--- src/rtl/ifu_pc_ctrl.sv ---
// IF-stage PC sequencer: next-PC selection, AdEL fetch-fault detection and fault hold.
// Optional macro FETCH_PERF_CNT_EN adds fetch_count, a count of issued non-stalled fetches.
module ifu_pc_ctrl #(
  parameter logic [31:0] PC_RESET  = 32'h0000_3000,
  parameter logic [31:0] EXC_ENTRY = 32'h0000_4180,
  parameter int unsigned IM_WORDS  = 4096
) (
  input  logic        clk,
  input  logic        reset,
  input  logic        stall,
  input  logic        redirect_valid,
  input  logic [31:0] redirect_pc,
  input  logic        exc_req,
  input  logic        eret_req,
  input  logic [31:0] epc,
  output logic [31:0] pc,
  output logic [11:0] im_addr,
  output logic        fetch_valid,
  output logic        fetch_fault,
  output logic [4:0]  exc_code
`ifdef FETCH_PERF_CNT_EN
  ,
  output logic [31:0] fetch_count
`endif
);

  typedef enum logic [1:0] {
    ST_RUN   = 2'd0,
    ST_FAULT = 2'd1
  } state_t;

  // Upper bound kept in 33 bits so a ROM ending at 2^32 does not wrap the compare.
  localparam logic [32:0] PC_LIMIT = {1'b0, PC_RESET} + 33'(4 * IM_WORDS);

  state_t state;
  logic   illegal;

  assign illegal = (pc[1:0] != 2'b00) || (pc < PC_RESET) || ({1'b0, pc} >= PC_LIMIT);

  always_ff @(posedge clk) begin
    if (reset) begin
      pc    <= PC_RESET;
      state <= ST_RUN;
    end else if (exc_req) begin
      pc    <= EXC_ENTRY;
      state <= ST_RUN;
    end else if (eret_req) begin
      pc    <= epc;
      state <= ST_RUN;
    end else begin
      case (state)
        ST_RUN: begin
          // A stalled illegal PC stays in RUN so the stall can resolve first.
          if (!stall) begin
            if (illegal)             state <= ST_FAULT;
            else if (redirect_valid) pc    <= redirect_pc;
            else                     pc    <= pc + 32'd4;
          end
        end
        ST_FAULT: ;
        default:  state <= ST_RUN;
      endcase
    end
  end

  assign fetch_fault = illegal || (state == ST_FAULT);
  assign fetch_valid = (state == ST_RUN) && !illegal;
  assign exc_code    = fetch_fault ? 5'd4 : 5'd0;
  assign im_addr     = 12'((pc - PC_RESET) >> 2);

`ifdef FETCH_PERF_CNT_EN
  always_ff @(posedge clk) begin
    if (reset)
      fetch_count <= 32'd0;
    else if (fetch_valid && !stall)
      fetch_count <= fetch_count + 32'd1;
  end
`endif

endmodule

--- config.mk ---
export PLATFORM = sky130hd
export DESIGN_NAME = ifu_pc_ctrl
export DESIGN_NICKNAME = d
export VERILOG_FILES = /design/src/rtl/ifu_pc_ctrl.sv
export SDC_FILE = /design/constraint.sdc
export NUM_CORES = 1
export LEC_CHECK = 0
export ABC_CLOCK_PERIOD_IN_PS = 2880
export CAP_MARGIN = 5
export CORE_UTILIZATION = 30
export DETAILED_ROUTE_END_ITERATION = 10
export PLACE_DENSITY_LB_ADDON = 0.12
export SYNTH_ARGS = -nofsm -noshare
export SYNTH_HDL_FRONTEND = slang
export SYNTH_SLANG_ARGS = --single-unit
--- constraint.sdc ---
create_clock -name clk -period 2.88 [get_ports clk]
set_input_delay 0.72 -clock clk [delete_from_list [all_inputs] [get_ports clk]]
set_output_delay 0.72 -clock clk [all_outputs]
set_load 0.02 [all_outputs]
==> results.py, run 1 <==
metrics = {
    "cts": {
        "cts_tree": "done",
        "clkLatencyLatePin_ns": 0.29,
        "htreeDepth": 2,
        "postCtsSetupBuffers": 0,
        "cts_buffer_depth": 2,
        "cts_buffers": 5,
        "path_clk_slew_ns": 0.07,
        "cts_root_buf": "clkbuf_8",
        "cts_sinks": 33,
    },
    "setup_path": {
        "worst_setup_path_start_kind": "flip-flop",
        "worstPathCellList": "ha_1 -> xor2_1 -> and4_4 -> and3_1 -> inv_1 -> dlygate4sd2_1",
        "cp_max_fo": 5,
        "cp_data_required_time_ns": 2.16,
        "cp_data_arrival_time_ns": 2.02,
        "crit_path_top_delay_cell": "dfxtp_1",
        "rrSetupSlack_ns": 0.60,
        "r2r-start": "pc[13]",
        "cp-end-kind": "output pin",
        "critPathMaxStageDelay_ns": 0.42,
        "crit_family": "simple AND/OR/NAND/NOR gates",
        "crit_cells": 6,
        "r2r_cells": 7,
        "critPathBufInv": 2,
        "rr_endpoint": "pc[29]",
        "crit_type": "flip-flop to output pin",
        "endpoint": "exc_code[2]",
        "worstSetupStartpoint": "pc[13]",
    },
    "synth": {
        "synth_area_um2": 2033,
        "synth_edf_count": 0,
        "yosysTopAreaCell": "dfxtp_1",
        "avgSynthCellArea_um2": 7.942,
        "synth_most_common_cell": "dfxtp_1",
        "yosysUniqueCellTypes": 49,
        "yosys_warnings": 0,
        "ys_seq_area_share_pct": 32.49,
        "ys_async_sr_fraction_pct": 0,
        "postSynthCellCount": 256,
        "ys.flop_type": "dfxtp_1",
        "synthTopCellsByArea": "dfxtp_1, a221oi_1, buf_4, nor2_1, a21oi_1",
        "ys_seq_elements": 33,
        "yosys-top-cells-count": "dfxtp_1, nor2_1, nand2_1, a221oi_1",
        "yosys.area.top_type_share_pct": 32.49,
    },
    "die": {
        "num_rows": 29,
        "ios": 121,
        "start_util_pct": 31.48,
        "die_w_um": 84.33,
        "core_area_um2": 6459,
        "die_h_um": 84.33,
        "dieArea_um2": 7111,
    },
    "global_route": {
        "grt_max_degree": 22,
        "grt_pass1_vias": 2209,
        "grtUsageMet2_pct": 30.92,
        "grt_overflow": 0,
        "antenna_found_initial": 0,
        "gr-usage-all-layers_pct": 19.13,
        "grt_pass1_wl_um": 10930,
        "top_usage_layer": "met2",
        "grt_use_met3_pct": 5.211,
        "use_met1_pct": 25.12,
    },
    "sta": {
        "final_max_slew_viol_count": 0,
        "final.setup.tns_ns": 0,
        "worst_pin_slew_ns": 0.6301,
        "slew_headroom_pct": 57.99,
        "fin_crit_ns": 2.744,
        "clock.fmax_mhz": 364.4,
        "period_share_pct": 95.28,
        "setup_viol": 0,
        "hold_violations": 0,
        "rsz0062_at_grt": "no",
        "finClkSkew_ns": 0.007682,
    },
    "cells_and_area": {
        "final_nets": 434,
        "final.fill_count": 659,
        "layout-drive-gt1-share_pct": 8.564,
        "antenna_cells": 0,
        "syn2layout_area_growth_pct": 63.51,
        "post-route-util_pct": 51.47,
    },
    "drt": {
        "wl_per_cell_um": 14.99,
        "vias_per_cell": 5.203,
        "vias": 2284,
        "first_pass_iters": 7,
        "ant_nets": 0,
        "drtIter0Drc": 80,
        "route.detailed.drc": 12,
        "wirelength_um": 6580,
    },
    "place": {
        "port_buffers": 116,
        "gp_congestion": 0.7987,
        "dp_hpwl_um": 5031,
    },
    "run_status": {
        "status": "complete, but fails checks",
        "violations": "design-rule violations",
    },
    "power": {
        "swShare_pct": 29.21,
        "leakagePower_nw": 1.223,
        "power.switching_w": 0.0004037,
        "total_power_w": 0.001382,
        "seq_power_share_pct": 37.0,
        "combPwrFrac_pct": 29.4,
        "p_int_w": 0.0009784,
        "power_density_nw_per_um2": 415.7,
        "clkPwrFrac_pct": 33.6,
        "ir_drop_v": 0.0001874,
    },
    "hold_path": {
        "hold_class": "flip-flop to flip-flop",
    },
    "flow_run": {
        "maxCapViolations": 0,
    },
}
[how the worst min path moves through the flow]
stage | start | end | slack, ns | cells after the start
2_1_floorplan | state[0] | state[0] | 0.45 | 2
3_3_place_gp | state[0] | state[0] | 0.48 | 2
3_5_place_dp | state[0] | state[0] | 0.49 | 2
4_1_cts | state[0] | state[0] | 0.50 | 2
5_1_grt | state[0] | state[0] | 0.53 | 2
6_report | state[0] | state[0] | 0.49 | 2
[kinds of logic after synthesis]
family,Yosys count,synth area share (%)
simple gates,88,22.09
compound gates,78,28.00
buf+inv,45,11.82
flops,33,32.49
xor+xnor,6,2.585
fa+ha+maj,3,1.846
mux,2,0.9847
other cells,1,0.1844
[flip-flops by register name, indices dropped and copies added (netlist names), named ones only]
| signal | flops |
|---|---|
| pc | 30 |
| state | 1 |
[tightest hold or removal path, delay by kind of cell, from the launching register on]
family	cells	cell delay, ns
DFF	1	0.32
buffers and inverters	1	0.05
AOI/OAI and AO/OA	1	0.07
[final cells by class]
type	instances	area, um^2	area share [%]
timing repair buffer	127	1252	37.67
multi-input combinational	181	1146	34.47
sequential	33	660.6	19.87
tap	77	96.34	2.898
clock buffer	6	82.58	2.484
inverter	13	48.80	1.468
clock inverter	2	37.54	1.129
[stage by stage]
step	cell area, um^2	hold WS (ns)	setup WS (ns)	cells
final	3324	0.4933	0.1358	439
after CTS	3324	0.4969	0.1375	439
after detailed placement	3208	0.4887	0.2131	431
after floorplan	2044	0.4541	0.3778	259
after global placement	3208	0.4758	0.2257	431
after global routing	3324	0.5260	0.03344	439
[power groups by stage]
stage / Combinational [W] / Clock [W] / Sequential, W
after floorplan: 0.000186 / 0 / 0.000542
after global placement: 0.000410 / 0 / 0.000521
after detailed placement: 0.000412 / 0 / 0.000522
after CTS: 0.000410 / 0.000475 / 0.000512
after global routing: 0.000443 / 0.000492 / 0.000517
final: 0.000407 / 0.000464 / 0.000512
[placed cells by master (no fill, tap or decap), drive strengths merged, types with 5 or more instances in the layout]
cell type and instances:
clkdlybuf4s50 113, nand3 6, clkbuf 6, a21oi 18, o21ai 10, nor4 7
dfxtp 33, nand2 19, a221oi 18, inv 13, nor2 24, buf 11
nor3 18, o211ai 5
[what timing repair did]
action	CTS	global route
hold buffers	0	0
endpoints found under the setup margin	3	0
hold endpoints to repair	0	0
gates resized for setup	3	0
[per-layer routing]
layer | vias up | routed length (um)
li1 | 1152 | -
met1 | 1045 | 2980
met2 | 79 | 3038
met3 | 8 | 500
met4 | 0 | 61
met5 | - | 0
No activity file was read; power rests on OpenSTA's default activity.
==> inputs of run 2 (changes only) <==
CTS_CLUSTER_SIZE = 16   (was default)
SETUP_SLACK_MARGIN = 0.15   (was default)
==> run 2 against run 1 <==
Against the previous run:
- the run still ends with design-rule violations left
- worst hold slack unchanged
- routed wire length increased by 0.29%
- critical endpoint unchanged
- cell count unchanged
- sequential share of layout area about the same
- final area increased by 0.26%
- largest power group unchanged
==> results.py, run 2 (synthesis results as in run 1) <==
metrics = {
    "run_status": {
        "status": "complete, but fails checks",
        "violations": "design-rule violations",
    },
    "setup_path": {
        "crit_path_top_delay_cell": "dfxtp_2",
        "r2r-start": "pc[13]",
        "rr_endpoint": "pc[29]",
        "critPathMaxStageDelay_ns": 0.38,
        "rrSetupSlack_ns": 0.71,
        "cp-end-kind": "output pin",
        "crit_type": "flip-flop to output pin",
        "worst_setup_path_start_kind": "flip-flop",
        "cp_max_fo": 5,
        "crit_family": "simple AND/OR/NAND/NOR gates",
        "critPathBufInv": 2,
        "worstPathCellList": "ha_1 -> xor2_2 -> and4_4 -> and3_1 -> inv_1 -> dlygate4sd2_1",
        "r2r_cells": 7,
        "cp_data_arrival_time_ns": 1.91,
        "cp_data_required_time_ns": 2.16,
    },
    "cts": {
        "cts_buffers": 5,
        "cts_sinks": 33,
        "cts_buffer_depth": 2,
        "htreeDepth": 2,
        "clkLatencyLatePin_ns": 0.29,
        "cts_tree": "done",
        "cts_hold_buf": 0,
        "path_clk_slew_ns": 0.07,
        "cts_root_buf": "clkbuf_8",
    },
    "global_route": {
        "grt_max_degree": 22,
        "grt_overflow": 0,
        "gr-usage-all-layers_pct": 19.13,
        "antenna_found_initial": 0,
        "grt_pass1_vias": 2209,
        "grt_pass1_wl_um": 10930,
    },
    "sta": {
        "period_share_pct": 91.35,
        "rsz0062_at_grt": "no",
        "fin_crit_ns": 2.631,
        "worst_slack_ns": 0.2492,
        "final.setup.tns_ns": 0,
        "setup_viol": 0,
        "worst_pin_slew_ns": 0.6332,
        "slew_headroom_pct": 57.78,
        "hold_violations": 0,
        "clock.fmax_mhz": 380.1,
        "finClkSkew_ns": 0.007774,
        "final_max_slew_viol_count": 0,
    },
    "hold_path": {
        "holdPathStages": 2,
        "min_from": "state[0]",
        "min_to": "state[0]",
        "hold_class": "flip-flop to flip-flop",
    },
    "cells_and_area": {
        "post-route-util_pct": 51.61,
        "largest_reg_flops": 30,
        "final_nets": 434,
        "layout-drive-gt1-share_pct": 9.116,
        "top_register": "pc",
        "reg.largest.list": "pc x30, state x1",
        "layout_common_cells": "clkdlybuf4s50_1, dfxtp_1, nor2_1",
        "antenna_cells": 0,
        "final_common_cell": "clkdlybuf4s50_1",
        "syn2layout_area_growth_pct": 63.94,
    },
    "die": {
        "ios": 121,
        "core_area_um2": 6459,
        "die_w_um": 84.33,
        "dieArea_um2": 7111,
        "die_h_um": 84.33,
        "num_rows": 29,
        "start_util_pct": 31.48,
    },
    "drt": {
        "wirelength_um": 6599,
        "drtIter0Drc": 82,
        "vias_per_cell": 5.207,
        "first_pass_iters": 7,
        "route.detailed.drc": 12,
        "ant_nets": 0,
        "vias": 2286,
        "wl_per_cell_um": 15.03,
    },
    "power": {
        "power_density_nw_per_um2": 415.7,
        "leakagePower_nw": 1.223,
        "ir_drop_v": 0.0001877,
        "total_power_w": 0.001386,
    },
    "place": {
        "port_buffers": 116,
        "gp_congestion": 0.7987,
        "dp_hpwl_um": 5031,
        "pre_cts_ws_ns": 0.2131,
    },
    "flow_run": {
        "maxCapViolations": 0,
    },
}
run 2: cell types whose count changed in the layout (fill, tap and decap cells not counted):
cell     change
dfxtp_1      -1
dfxtp_2      +1
xor2_1       -1
xor2_2       +1
run 2: power breakdown:
group	switching, W	leakage, nW	internal, W
registers	0.0000323	0.270	0.000480
logic	0.000190	0.896	0.000218
clock network	0.000184	0.0574	0.000281
run 2: worst register-to-register path, delay by kind of cell, from the launching register on:
family / cells / cell delay, ns
simple gates: 3 / 0.48
xor+xnor: 1 / 0.19
buf+inv: 1 / 0.28
compound gates: 1 / 0.53
fa+ha+maj: 1 / 0.22
flops: 1 / 0.38
run 2: repair_timing:
action	4_1_cts	5_1_grt
buffers inserted	0	0
gates cloned	0	0
gates resized for setup	4	1
endpoints found under the setup margin	3	3
run 2: area by class of cell:
class	instances	area, um^2
Fill cell	658	3126
Timing Repair Buffer	127	1252
Multi-Input combinational cell	181	1154
Sequential cell	33	661.9
Tap cell	77	96.34
Clock buffer	6	82.58
Inverter	13	48.80
Clock inverter	2	37.54
run 2: routing by layer:
layer,global-route usage (%),part of all wire [%],wire (um),vias to the layer above
met5,0,0,0,-
met4,5.172,0.92,61,0
met2,30.92,46,3062,76
met1,25.12,46,3006,1049
met3,5.211,7.1,470,8
li1,-,-,-,1153
run 2: worst max path at each step:
stage,start,end,slack (ns),depth (start not counted)
2_1_floorplan,pc[12],exc_code[2],0.38,6
3_3_place_gp,pc[13],fetch_valid,0.23,5
3_5_place_dp,pc[13],fetch_valid,0.21,5
4_1_cts,pc[13],exc_code[2],0.21,6
5_1_grt,pc[13],exc_code[2],0.17,6
6_report,pc[13],exc_code[2],0.25,6
run 2: stage by stage:
stage               cells  hold WS (ns)  cell area [um^2]
floorplan             259        0.4541              2044
global placement      431        0.4758              3208
detailed placement    431        0.4887              3208
CTS                   439        0.4969              3326
global route          439        0.5260              3333
finish                439        0.4933              3333
==> inputs of run 3 (changes only) <==
PLACE_DENSITY_LB_ADDON = 0.08   (was 0.12)
==> run 3 against run 2 <==
Against the previous run:
- the run still ends with design-rule violations left
- flip-flop and latch count did not move
- setup slack improved by 0.031 ns
- combinational power rose by 1%
- sequential power barely moved
- critical path depth did not move
- fmax rose by 1.2%
- first-iteration DRC count rose by 56%
- clock skew rose by 0.00089 ns
- die area did not move
- utilization barely moved
- non-clock buffer count rose by 3
- highest routed layer unchanged
==> results.py, run 3 (synthesis results as in run 1) <==
metrics = {
    "run_status": {
        "status": "complete, but fails checks",
        "violations": "design-rule violations",
    },
    "cells_and_area": {
        "reg.largest.list": "pc x30, state x1",
        "final.fill_count": 634,
        "final_nets": 437,
        "largest_reg_flops": 30,
        "top_register": "pc",
        "syn2layout_area_growth_pct": 63.82,
        "final_common_cell": "clkdlybuf4s50_1",
        "layoutNonFillerInstCount": 442,
        "layout-drive-gt1-share_pct": 9.589,
        "layout_common_cells": "clkdlybuf4s50_1, dfxtp_1, nor2_1",
        "antenna_cells": 0,
        "seq_area_um2": 661.9,
        "multi_input_area_um2": 1154,
    },
    "sta": {
        "final.setup.tns_ns": 0,
        "finClkSkew_ns": 0.008662,
        "period_share_pct": 90.28,
        "setup_viol": 0,
        "fin_crit_ns": 2.600,
        "hold_violations": 0,
        "clock.fmax_mhz": 384.6,
        "final_max_slew_viol_count": 0,
        "rsz0062_at_grt": "no",
    },
    "die": {
        "die_h_um": 84.33,
        "num_rows": 29,
        "dieArea_um2": 7111,
        "core_area_um2": 6459,
        "ios": 121,
        "start_util_pct": 31.48,
        "die_w_um": 84.33,
    },
    "place": {
        "dp_hpwl_um": 5026,
        "gp_congestion": 0.8219,
        "dp_cells": 434,
        "port_buffers": 116,
    },
    "hold_path": {
        "min_to": "state[0]",
        "holdPathStages": 2,
        "min_from": "state[0]",
        "hold_class": "flip-flop to flip-flop",
    },
    "global_route": {
        "antenna_found_initial": 0,
        "grt_overflow": 0,
        "grt_max_degree": 31,
        "grt_pass1_vias": 2133,
        "grt_pass1_wl_um": 10670,
        "gr-usage-all-layers_pct": 18.90,
    },
    "drt": {
        "top_layer_used": "met4",
        "wl_met3_um": 489,
        "drt-met1-wl_um": 3150,
        "wl_met2_um": 3050,
        "route.detailed.drc": 7,
        "wl_per_cell_um": 15.20,
        "ant_nets": 0,
        "first_pass_iters": 7,
        "vias": 2294,
        "vias_per_cell": 5.190,
        "drtIter0Drc": 128,
        "wirelength_um": 6719,
    },
    "power": {
        "power_density_nw_per_um2": 379.3,
        "total_power_w": 0.001263,
        "leakagePower_nw": 1.229,
        "ir_drop_v": 0.0001847,
    },
    "cts": {
        "htreeDepth": 2,
        "cts_sinks": 33,
        "cts_tree": "done",
        "cts_buffers": 5,
        "cts_buffer_depth": 2,
        "cts_root_buf": "clkbuf_8",
        "path_clk_slew_ns": 0.07,
        "clkLatencyLatePin_ns": 0.28,
    },
    "setup_path": {
        "cp-end-kind": "output pin",
        "r2r_cells": 7,
        "rrSetupSlack_ns": 0.93,
        "cp_max_fo": 5,
        "cp_data_required_time_ns": 2.16,
        "r2r-start": "pc[13]",
        "worst_setup_path_start_kind": "flip-flop",
        "cp_data_arrival_time_ns": 1.88,
        "crit_type": "flip-flop to output pin",
    },
    "flow_run": {
        "maxCapViolations": 0,
    },
}
==> run 3: cell count changes in the layout (fill, tap and decap cells not counted) <==
cell and delta:
buf_4 +2, bufinv_16 -1, clkbuf_1 +1, clkbuf_8 -1, clkinvlp_4 -1, buf_12 +1, clkinv_2 +2
==> run 3: area by class of cell <==
cell class	instances	area share [%]
Tap cell	77	2.893
Multi-Input combinational cell	181	34.64
Timing Repair Buffer	130	38.66
Clock buffer	6	2.179
Inverter	13	1.465
Sequential cell	33	19.87
Clock inverter	2	0.3005
==> run 3: timing repair <==
item | 4_1_cts | 5_1_grt
setup buffers | 0 | 0
endpoints found under the hold margin | 0 | 0
resized for setup | 3 | 2
hold buffers | 0 | 0
endpoints found under the setup margin | 3 | 3
==> run 3: how the worst max path moves through the flow <==
stage | from | end | cells after the start
2_1_floorplan | pc[12] | exc_code[2] | 6
3_3_place_gp | pc[13] | fetch_valid | 5
3_5_place_dp | pc[13] | fetch_valid | 5
4_1_cts | pc[13] | exc_code[2] | 6
5_1_grt | pc[13] | fetch_fault | 6
6_report | pc[13] | exc_code[2] | 6
==> run 3: metrics by stage <==
| stage | hold slack (ns) | util, % | setup WS [ns] | instance area, um^2 |
|---|---|---|---|---|
| 3_3_place_gp | 0.4699 | 50.21 | 0.2633 | 3243 |
| 4_1_cts | 0.4898 | 51.43 | 0.1614 | 3322 |
| 3_5_place_dp | 0.4705 | 50.21 | 0.2416 | 3243 |
| 5_1_grt | 0.5215 | 51.57 | 0.1579 | 3331 |
| 2_1_floorplan | 0.4541 | - | 0.3778 | 2044 |
| 6_report | 0.4892 | 51.57 | 0.2800 | 3331 |
==> run 3: routing by layer <==
metal / global-route usage, % / up-vias
li1: - / 1153
met1: 25.38 / 1066
met2: 30.70 / 73
met3: 4.621 / 2
met4: 4.232 / 0
met5: 0 / -
==> run 3: critical path, stage by stage (launching register included) <==
cell	delay [ns]
dfxtp_2	0.38
ha_1	0.22
xor2_2	0.17
and4_4	0.27
and3_1	0.19
inv_1	0.05
dlygate4sd2_1	0.31
==> run 3: where the power goes <==
| group | switching [W] | leakage [nW] | internal [W] | total [W] |
|---|---|---|---|---|
| registers | 0.0000320 | 0.270 | 0.000480 | 0.000512 |
| clock network | 0.000170 | 0.0450 | 0.000168 | 0.000337 |
| logic | 0.000192 | 0.914 | 0.000222 | 0.000413 |
| total | 0.000393 | 1.23 | 0.000870 | 0.00126 |
